### config.mk
export PLATFORM = sky130hd
export DESIGN_NAME = axil_strobe_xbar
export DESIGN_NICKNAME = d
export VERILOG_FILES = /design/src/rtl/axil_strobe_xbar.sv
export SDC_FILE = /design/constraint.sdc
export NUM_CORES = 1
export LEC_CHECK = 0
export CAP_MARGIN = 20
export CORE_AREA = 2 2 169 171
export CTS_CLUSTER_DIAMETER = 40
export DETAILED_ROUTE_END_ITERATION = 8
export DIE_AREA = 0 0 171 173
export GPL_ROUTABILITY_DRIVEN = 0
export PLACE_DENSITY = 0.62
export SLEW_MARGIN = 40
export SYNTH_ARGS = -nofsm -noshare
export SYNTH_HDL_FRONTEND = slang
export SYNTH_SLANG_ARGS = --single-unit
export TNS_END_PERCENT = 50
### constraint.sdc
create_clock -name axilClk -period 4.1 [get_ports axilClk]
set_input_delay 0.82 -clock axilClk [delete_from_list [all_inputs] [get_ports axilClk]]
set_output_delay 0.82 -clock axilClk [all_outputs]
set_load 0.005 [all_outputs]
### src/rtl/axil_strobe_xbar.sv
// AXI4-Lite slave fanning one register bus out to N_TGT strobe/ack targets.
// Define AXIL_XBAR_STATS_EN to build the saturating timeout/DECERR counters.
module axil_strobe_xbar #(
    parameter int N_TGT   = 6,
    parameter int LOC_W   = 8,
    parameter int SEL_W   = 4,
    parameter int TIMEOUT = 255
) (
    input  logic                 axilClk,
    input  logic                 axilRst,
    input  logic [31:0]          araddr,
    input  logic                 arvalid,
    output logic                 arready,
    output logic [31:0]          rdata,
    output logic [1:0]           rresp,
    output logic                 rvalid,
    input  logic                 rready,
    input  logic [31:0]          awaddr,
    input  logic                 awvalid,
    output logic                 awready,
    input  logic [31:0]          wdata,
    input  logic                 wvalid,
    output logic                 wready,
    output logic [1:0]           bresp,
    output logic                 bvalid,
    input  logic                 bready,
    output logic [N_TGT-1:0]     tgt_rstr,
    output logic [N_TGT-1:0]     tgt_wstr,
    input  logic [N_TGT-1:0]     tgt_rack,
    input  logic [N_TGT-1:0]     tgt_wack,
    input  logic [32*N_TGT-1:0]  tgt_din,
    output logic [LOC_W-1:0]     tgt_raddr,
    output logic [LOC_W-1:0]     tgt_waddr,
    output logic [31:0]          tgt_wdata,
    output logic [15:0]          cnt_timeout,
    output logic [15:0]          cnt_decerr
);
    // state   | meaning
    // IDLE    | waiting for a read or a complete write request
    // RD_WAIT | read strobe high, waiting for ack or timeout
    // RD_RESP | rvalid held until rready
    // WR_WAIT | write strobe high, waiting for ack or timeout
    // WR_RESP | bvalid held until bready
    typedef enum logic [2:0] {IDLE, RD_WAIT, RD_RESP, WR_WAIT, WR_RESP} state_t;

    localparam logic [15:0] TMR_INIT = 16'(TIMEOUT);

    state_t            state;
    logic              last_wr;
    logic [15:0]       tmr;
    logic [SEL_W-1:0]  ar_idx, aw_idx;
    logic [N_TGT-1:0]  ar_dec, aw_dec;
    logic              ar_hit, aw_hit, grant_rd, grant_wr;
    logic              rack_hit, wack_hit, tmr_done;
    logic [31:0]       rd_mux;
    logic              unused_addr;

    assign ar_idx      = araddr[LOC_W+SEL_W+1:LOC_W+2];
    assign aw_idx      = awaddr[LOC_W+SEL_W+1:LOC_W+2];
    assign unused_addr = ^{araddr[31:LOC_W+SEL_W+2], araddr[1:0],
                           awaddr[31:LOC_W+SEL_W+2], awaddr[1:0]};

    // Decoded one-hot is empty exactly when the index is unmapped.
    always_comb begin
        ar_dec = '0;
        aw_dec = '0;
        rd_mux = '0;
        for (int i = 0; i < N_TGT; i++) begin
            ar_dec[i] = (ar_idx == SEL_W'(i));
            aw_dec[i] = (aw_idx == SEL_W'(i));
            if (tgt_rstr[i])
                rd_mux = rd_mux | tgt_din[32*i +: 32];
        end
    end

    assign ar_hit   = |ar_dec;
    assign aw_hit   = |aw_dec;
    assign grant_rd = arvalid & (~(awvalid & wvalid) | last_wr);
    assign grant_wr = awvalid & wvalid & ~grant_rd;
    // The live strobe masks out every ack except the active target's.
    assign rack_hit = |(tgt_rack & tgt_rstr);
    assign wack_hit = |(tgt_wack & tgt_wstr);
    assign tmr_done = (tmr == 16'd1);

    always_ff @(posedge axilClk) begin
        if (!axilRst) begin
            state     <= IDLE;
            last_wr   <= 1'b1;
            tmr       <= '0;
            arready   <= 1'b0;
            awready   <= 1'b0;
            wready    <= 1'b0;
            rvalid    <= 1'b0;
            bvalid    <= 1'b0;
            rresp     <= 2'b00;
            bresp     <= 2'b00;
            rdata     <= '0;
            tgt_rstr  <= '0;
            tgt_wstr  <= '0;
            tgt_raddr <= '0;
            tgt_waddr <= '0;
            tgt_wdata <= '0;
        end else begin
            arready <= 1'b0;
            awready <= 1'b0;
            wready  <= 1'b0;
            case (state)
                IDLE: begin
                    tmr <= TMR_INIT;
                    if (grant_rd) begin
                        arready   <= 1'b1;
                        last_wr   <= 1'b0;
                        tgt_raddr <= araddr[LOC_W+1:2];
                        if (ar_hit) begin
                            tgt_rstr <= ar_dec;
                            state    <= RD_WAIT;
                        end else begin
                            rresp  <= 2'b11;
                            rdata  <= '0;
                            rvalid <= 1'b1;
                            state  <= RD_RESP;
                        end
                    end else if (grant_wr) begin
                        awready   <= 1'b1;
                        wready    <= 1'b1;
                        last_wr   <= 1'b1;
                        tgt_waddr <= awaddr[LOC_W+1:2];
                        tgt_wdata <= wdata;
                        if (aw_hit) begin
                            tgt_wstr <= aw_dec;
                            state    <= WR_WAIT;
                        end else begin
                            bresp  <= 2'b11;
                            bvalid <= 1'b1;
                            state  <= WR_RESP;
                        end
                    end
                end
                RD_WAIT: begin
                    if (rack_hit) begin
                        tgt_rstr <= '0;
                        rdata    <= rd_mux;
                        rresp    <= 2'b00;
                        rvalid   <= 1'b1;
                        state    <= RD_RESP;
                    end else if (tmr_done) begin
                        tgt_rstr <= '0;
                        rdata    <= 32'hDEADBEEF;
                        rresp    <= 2'b10;
                        rvalid   <= 1'b1;
                        state    <= RD_RESP;
                    end else begin
                        tmr <= tmr - 16'd1;
                    end
                end
                RD_RESP: begin
                    if (rready) begin
                        rvalid <= 1'b0;
                        state  <= IDLE;
                    end
                end
                WR_WAIT: begin
                    if (wack_hit || tmr_done) begin
                        tgt_wstr <= '0;
                        bresp    <= wack_hit ? 2'b00 : 2'b10;
                        bvalid   <= 1'b1;
                        state    <= WR_RESP;
                    end else begin
                        tmr <= tmr - 16'd1;
                    end
                end
                WR_RESP: begin
                    if (bready) begin
                        bvalid <= 1'b0;
                        state  <= IDLE;
                    end
                end
                default: state <= IDLE;
            endcase
        end
    end

`ifdef AXIL_XBAR_STATS_EN
    logic dec_evt, to_evt;

    assign dec_evt = (state == IDLE) &&
                     ((grant_rd && !ar_hit) || (grant_wr && !aw_hit));
    assign to_evt  = ((state == RD_WAIT) && !rack_hit && tmr_done) ||
                     ((state == WR_WAIT) && !wack_hit && tmr_done);

    always_ff @(posedge axilClk) begin
        if (!axilRst) begin
            cnt_timeout <= '0;
            cnt_decerr  <= '0;
        end else begin
            if (to_evt && cnt_timeout != 16'hFFFF)
                cnt_timeout <= cnt_timeout + 16'd1;
            if (dec_evt && cnt_decerr != 16'hFFFF)
                cnt_decerr <= cnt_decerr + 16'd1;
        end
    end
`else
    assign cnt_timeout = '0;
    assign cnt_decerr  = '0;
`endif

endmodule

Word level (Yosys, flattened, before mapping)
Cells that the tools add are included.
{ "totals": {"in_bits": 307, "output_inout_bits": 133, "register_bits": 120} }
{ "op_classes": {"bitwise": 15, "add_sub_neg": 1, "muxes": 62, "n_reduce_logical": 27, "n_eq_ne": 30} }
{ "ops": {"columns": ["cell", "count"], "rows": [
  ["$mux W32", 10],
  ["$or A32 B32 Y32", 5],
  ["$pmux W32 S2", 1],
  ["$mux W16", 3],
  ["$mux W6", 8],
  ["$pmux W16 S3", 1],
  ["$ne A2 B2 Y1 const B", 13],
  ["$mux W3", 8],
  ["$pmux W6 S2", 2],
  ["$reduce_or A6 Y1", 4],
  ["$mux W2", 10],
  ["$reduce_and A5 Y1", 4],
  ["$eq A16 B1 Y1 const B", 1],
  ["$eq A4 B2 Y1 const B", 4],
  ["$eq A4 B3 Y1 const B", 4],
  ["$sub A16 B1 Y16 const B", 1],
  ["$pmux W3 S5", 1],
  ["$mux W1", 14],
  ["$and A6 B6 Y6", 2],
  ["$reduce_and A4 Y1", 3],
  ["$reduce_bool A3 Y1", 3],
  ["$eq A4 B1 Y1 const B", 2],
  ["$logic_not A4 Y1", 2],
  ["$pmux W2 S2", 2],
  ["15 further kinds", 27]
]} }

Longest topological paths before layout
Gate-level depths: netlist (run 1).
{ "logic_depth": {"depth_word": 13, "mapped_depth": 9, "depth_no_buf": 8} }

Worst setup path after synthesis (run 1)
OpenSTA, ideal clock, no wires.
{ "synth_path": {"path_type": "in2reg", "start": "input port tgt_rack[0]", "end": "register tmr[10]", "stages": 6, "n_path_buf": 0, "setup_time_ns": 0.116, "required_ns": 3.984, "t_arrival_ns": 2.148, "setup_slack_ns": 1.836, "path_cell_list": "a22oi_1 nand3_1 a2111o_1 a31oi_1 a21oi_1 a31o_2"} }
{ "synth_via": {"elab_chain_cells": 4} }
{ "synth_lines": {"columns": ["element", "line_no", "rtl"], "rows": [
  ["start: declaration", "29", "input logic [N_TGT-1:0] tgt_rack,"],
  ["$and A6 B6 Y6", "81", "assign rack_hit = |(tgt_rack & tgt_rstr);"],
  ["$reduce_or A6 Y1", "81", null],
  ["$ne A2 B2 Y1 (no source line)", null, null],
  ["$reduce_and A4 Y1 (no source line)", null, null],
  ["end signal: assignment", "153", "tmr <= tmr - 16'd1;"],
  ["end signal: assignment", "169", "tmr <= tmr - 16'd1;"],
  ["end: declaration", "50", "logic [15:0] tmr;"]
]} }
No other way between the ends.
A chain may end at the register's enable or synchronous reset.

Worst setup path after layout (run 1)
{ "layout_path": {"start": "register tgt_rstr[1]", "end": "output port tgt_rstr[1]"} }
{ "layout_rtl": {"columns": ["element", "line_no", "rtl"], "rows": [
  ["start: declaration", "27", "output logic [N_TGT-1:0] tgt_rstr,"],
  ["start signal: assignment", "115", "tgt_rstr <= ar_dec;"]
]} }
No word-level cell between the ends.

==> results of run 1 <==
[synthesized netlist by cell type, drive strengths merged, types with 2 or more instances]
master  instances  area share (%)
and2            2            0.20
a22oi         103              13
a21o            3            0.37
nand2b          6            0.61
o31ai           2            0.25
o211a           3            0.49
o21a            2            0.25
nand2         148             9.1
a31oi          13             1.3
nand3          41             3.4
nor4b           2            0.29
nor4            3            0.80
mux2i          14             2.3
dfxtp         120              39
or4             2            0.31
a211oi          2            0.25
a311oi          2            0.29
ha              2            0.41
buf            36             4.3
nand4          26             2.7
or3             6            0.61
clkbuf         61             3.7
a21oi         101             8.3
nor2           27             1.7
o21ai           9            0.86
inv             5            0.31
a31o            3            0.43
xnor2           5            0.72
nor3            9            0.82
[state kept, by name (all words and copies together), names as in the netlist, 2 cells and up]
| name | flops |
|---|---|
| bresp | 2 |
| rdata | 32 |
| rresp | 2 |
| state | 3 |
| tgt_raddr | 8 |
| tgt_rstr | 6 |
| tgt_waddr | 8 |
| tgt_wdata | 32 |
| tgt_wstr | 6 |
| tmr | 16 |
[metal layers]
metal / vias up / track usage [%] / wire length, um
met5: - / 0 / 0
met4: 0 / 5.26 / 498
met3: 31 / 4.49 / 1870
met2: 280 / 29.9 / 13000
met1: 3278 / 20.2 / 10800
li1: 3447 / - / -
[metrics by stage]
step | power, mW | cell area [um2]
final | 4.16 | 10600
after global routing | 4.39 | 10600
after CTS | 4.23 | 10600
after detailed placement | 2.68 | 10000
after global placement | 2.66 | 10000
after floorplan | 2.06 | 6230
[final timing paths]
kind,endpoint,cells past startpoint,startpoint,slack [ns]
min,rdata[18]$_SDFFE_PN0P_,2,rdata[18]$_SDFFE_PN0P_,0.45
min reg2reg,rdata[18]$_SDFFE_PN0P_,2,rdata[18]$_SDFFE_PN0P_,0.45
max reg2reg,rdata[5]$_SDFFE_PN0P_,6,state[1]$_SDFFE_PN0P_,1.58
max,tgt_rstr[1],1,tgt_rstr[1]$_SDFFE_PN0P_,1.32
[power by group through the flow]
stage / sequential (mW) / clock, mW / combinational (mW)
6_report: 1.40 / 1.51 / 1.24
2_1_floorplan: 1.40 / 0 / 0.658
3_5_place_dp: 1.43 / 0 / 1.25
4_1_cts: 1.40 / 1.57 / 1.25
5_1_grt: 1.42 / 1.61 / 1.36
3_3_place_gp: 1.42 / 0 / 1.24
[final cells by class]
class | instances | share of cell area, %
Timing Repair Buffer | 382 | 35.7
Multi-Input combinational cell | 587 | 31.4
Sequential cell | 120 | 22.7
Tap cell | 378 | 4.46
Clock buffer | 17 | 4.02
Clock inverter | 15 | 1.54
Inverter | 5 | 0.189
[cell families after synthesis]
group	after synthesis	share of synthesized area, %
flops	120	39.3
xor+xnor	6	0.859
simple gates	279	21.2
buf+inv	102	8.34
compound gates	254	27.5
fa+ha+maj	2	0.409
mux	14	2.29
other cells	1	0.0613
==> flow_summary.toml, run 1 <==
[cells_and_area]
multi_input_area_mm2 = 0.00332
layout.nets = 1422
final_layout_size_suffix_gt1_share_pct = 5.68
final_common_cell = "clkdlybuf4s50_1"
fin_util_pct = 38.3
fillers = 2895
final_cells = 1504
mostFrequentLayoutCells = "clkdlybuf4s50_1, nand2_1, dfxtp_1"
diodes = 0
syn_to_final_growth_pct = 73.2
seqCellArea_mm2 = 0.00240

[setup_path]
critical-path-slowest-cell = "dfxtp_2"
cp-start-kind = "flop"
end_kind = "output pin"
crit_family = "flip-flops"
arrival_ns = 1.96
cp_max_fo = 35
critPathMaxStageDelay_ns = 0.87
path_buf_inv = 1
crit_type = "reg -> out"
path_cells = "clkdlybuf4s50_1"
cp.required_ns = 3.28

[logic_synthesis]
async_flop_share_pct = 0
syn_inst = 778
synth_area_mm2 = 0.00612
avgSynthCellArea_um2 = 7.86
ys_ff_latch = 120
synth_edf_count = 0
ys.flop_type = "dfxtp_1"
yosys.cell_types.count = 58
ys.warnings.count = 0
ys_seq_area_share_pct = 39.3

[sta]
setup_tns_ns = 0
setup_viol = 0
fmax_mhz = 360
finalHoldViolCount = 0
skew_ns = 0.0138
whs_ns = 0.452
slew_headroom_pct = 43.3
setup_slack_ns = 1.32
fin_crit_sh_pct = 67.7
drv_slew = 0
period_minus_slack_ns = 2.78
grt_setup_unrepaired = "false"
worst_pin_slew_ns = 0.851

[clock_tree]
cts_tree = "yes"
path_clk_slew_ns = 0.06
cts.sinks = 120
clockBufferDepth = 2
post_cts_buffers = 0
cts-root-buf = "clkbuf_16"
h-tree-depth = 4
cts_hold_buf = 0
numCtsBuffers = 17
clock_latency_ns = 0.42
cts_resized = 0

[power]
p_int_mw = 2.82
combPwrFrac_pct = 29.8
p_switching_mw = 1.34
powerDensity_mw_per_mm2 = 393
leakagePower_nw = 3.55
seq_power_share_pct = 33.8
p_sw_share_pct = 32.2
clock_power_share_pct = 36.4
vdd_drop_max_mv = 0.235

[placed_design]
dp.cells = 1472
hpwl_um = 19200
dpl_worst_slack_ns = 1.08
port_buffers = 367

[detailed_routing]
post_drt_wl_per_cell_um = 17.4
final_antenna_net_count = 0
drtPass1Iterations = 4
drc = 0
vias = 7036
drt-total-wl_um = 26100
vias_per_cell = 4.68
drt_iter0_drc = 313

[worst_hold_path]
hp-class = "reg -> reg"

[floorplanning]
die_h_um = 173
rows = 61
core_area_mm2 = 0.0276
chipWidth_um = 171
die-area_mm2 = 0.0296
io_pins = 440
start_util_pct = 22.1

[flow_run]
maxCapViolations = 0

[global_route]
grt_util_all_layers_pct = 17.1
grt_max_degree = 67
grt_antenna_before_repair = 0
overflow = 0
grt_pass1_vias = 6799
grt_pass1_wl_um = 39100

[outcome]
outcome = "complete, no violations"
No activity file was read; power rests on OpenSTA's default activity.
==> run 2: changes to the inputs <==
--- a/config.mk
+++ b/config.mk
@@ -11,7 +11,7 @@
 export DETAILED_ROUTE_END_ITERATION = 8
 export DIE_AREA = 0 0 171 173
 export GPL_ROUTABILITY_DRIVEN = 0
-export PLACE_DENSITY = 0.62
+export PLACE_DENSITY = 0.65
 export SLEW_MARGIN = 40
 export SYNTH_ARGS = -nofsm -noshare
 export SYNTH_HDL_FRONTEND = slang
==> constraint.sdc (replaced) <==
create_clock -name axilClk -period 2.49 [get_ports axilClk]
set_input_delay 0.498 -clock axilClk [delete_from_list [all_inputs] [get_ports axilClk]]
set_output_delay 0.498 -clock axilClk [all_outputs]
set_load 0.005 [all_outputs]
==> flow_summary.toml, run 2 (same netlist as run 1, synthesis figures left out) <==
[outcome]
outcome = "complete, no violations"

[floorplanning]
start_util_pct = 22.1
rows = 61
core_area_mm2 = 0.0276
die-area_mm2 = 0.0296
chipWidth_um = 171
io_pins = 440
die_h_um = 173

[setup_path]
cp_max_fo = 6
cp-start-kind = "flop"
reg2reg_slack_ns = 0.13
crit_start = "tmr[8]$_SDFFE_PN0P_"
cp.required_ns = 2.83
worstReg2RegEnd = "tmr[13]$_SDFFE_PN0P_"
worstReg2RegStart = "tmr[8]$_SDFFE_PN0P_"
crit_end = "tmr[13]$_SDFFE_PN0P_"
crit_type = "reg -> reg"
reg2reg_depth = 8
arrival_ns = 2.70
end_kind = "flop"

[global_route]
gr-usage-met1_pct = 19.5
grt_max_degree = 68
use_met2_pct = 31.3
grt_antenna_before_repair = 1
grt_pass1_vias = 6961
use_met3_pct = 4.97
grt_pass1_wl_um = 39400
overflow = 0
grt_util_all_layers_pct = 17.3
top_usage_layer = "met2"

[detailed_routing]
drt_iter0_drc = 331
post_drt_wl_per_cell_um = 17.3
drt-total-wl_um = 26400
drtPass1Iterations = 4
drc = 0
vias = 7187
vias_per_cell = 4.72
final_antenna_net_count = 0

[sta]
skew_ns = 0.0140
worst_pin_slew_ns = 0.551
period_minus_slack_ns = 2.36
grt_setup_unrepaired = "false"
drv_slew = 0
slew_headroom_pct = 63.1
finalHoldViolCount = 0
fin_crit_sh_pct = 95.0
setup_viol = 0
fmax_mhz = 423

[clock_tree]
h-tree-depth = 4
path_clk_slew_ns = 0.06
cts-root-buf = "clkbuf_16"
cts.sinks = 120
numCtsBuffers = 17
cts_tree = "yes"
clock_latency_ns = 0.42
clockBufferDepth = 2
cts_hold_buf = 0

[cells_and_area]
final_common_cell = "clkdlybuf4s50_1"
final_layout_size_suffix_gt1_share_pct = 7.08
fillers = 2869
final_cells = 1523
mostFrequentLayoutCells = "clkdlybuf4s50_1, nand2_1, dfxtp_1"
fin_util_pct = 39.0
reg.largest.list = "rdata x32, tgt_wdata x32, tmr x16"
layout.nets = 1440
syn_to_final_growth_pct = 76.2

[placed_design]
dp.cells = 1489
port_buffers = 367
hpwl_um = 19500

[power]
vdd_drop_max_mv = 0.430
p_int_mw = 4.67
combPwrFrac_pct = 32.1
clock_power_share_pct = 34.5
p_sw_share_pct = 32.3
leakagePower_nw = 3.63
powerDensity_mw_per_mm2 = 640
p_switching_mw = 2.23
seq_power_share_pct = 33.4

[worst_hold_path]
hp-class = "reg -> reg"

[flow_run]
maxCapViolations = 0
==> run 2: layer usage <==
layer	wire length [um]	part of all wire, %	vias up
li1	-	-	3476
met1	10300	39	3362
met2	13800	52	318
met3	1980	7.5	31
met4	395	1.5	0
met5	0	0	-
==> run 2: worst min-delay path by stage <==
| stage | startpoint | end | slack (ns) | cells after the start |
|---|---|---|---|---|
| final | bvalid$_SDFFE_PN0P_ | bvalid$_SDFFE_PN0P_ | 0.45 | 2 |
| after global routing | tgt_wdata[8]$_SDFFE_PN0P_ | tgt_wdata[8]$_SDFFE_PN0P_ | 0.47 | 2 |
| after CTS | rdata[2]$_SDFFE_PN0P_ | rdata[2]$_SDFFE_PN0P_ | 0.45 | 2 |
| after detailed placement | bvalid$_SDFFE_PN0P_ | bvalid$_SDFFE_PN0P_ | 0.44 | 2 |
| after global placement | rdata[27]$_SDFFE_PN0P_ | rdata[27]$_SDFFE_PN0P_ | 0.44 | 2 |
| after floorplan | bvalid$_SDFFE_PN0P_ | bvalid$_SDFFE_PN0P_ | 0.45 | 2 |
==> run 2: through the flow <==
stage | instance area, um2 | total power [mW] | worst slack (ns) | hold slack, ns | setup TNS [ns]
4_1_cts | 10800 | 6.98 | 0.115 | 0.454 | 0
6_report | 10800 | 6.90 | 0.125 | 0.451 | 0
3_5_place_dp | 10200 | 4.54 | -0.0465 | 0.445 | -0.0795
2_1_floorplan | 6230 | 3.38 | 0.328 | 0.446 | 0
3_3_place_gp | 10200 | 4.52 | -0.0461 | 0.437 | -0.0847
5_1_grt | 10800 | 7.31 | 0.0150 | 0.469 | 0
==> run 2: power by group through the flow <==
stage / combinational [mW] / sequential, mW / clock [mW]
final: 2.22 / 2.30 / 2.38
after global routing: 2.43 / 2.33 / 2.55
after CTS: 2.21 / 2.31 / 2.46
after detailed placement: 2.19 / 2.35 / 0
after global placement: 2.18 / 2.34 / 0
after floorplan: 1.08 / 2.30 / 0
==> run 2: what timing repair did <==
action	CTS	global route
endpoints found under the setup margin	0	6
buffers inserted	0	1
gates resized for setup	0	2
==> run 2: final cells by class <==
cell class / count / area, um2 / share of cell area (%)
Clock buffer: 19 / 443 / 4.11
Antenna cell: 1 / 2.50 / 0.0232
Sequential cell: 120 / 2400 / 22.3
Inverter: 5 / 20.0 / 0.186
Clock inverter: 13 / 123 / 1.14
Tap cell: 378 / 473 / 4.39
Timing Repair Buffer: 400 / 3970 / 36.8
Multi-Input combinational cell: 587 / 3340 / 31.0
==> run 2: worst max-delay path, cell delays in order, from the launching register on <==
cell	delay, ns
dfxtp_1	0.35
or4_4	0.57
nor4_4	0.25
buf_4	0.18
a2111oi_2	0.06
buf_4	0.17
o311a_1	0.39
a21o_1	0.20
a21oi_1	0.10
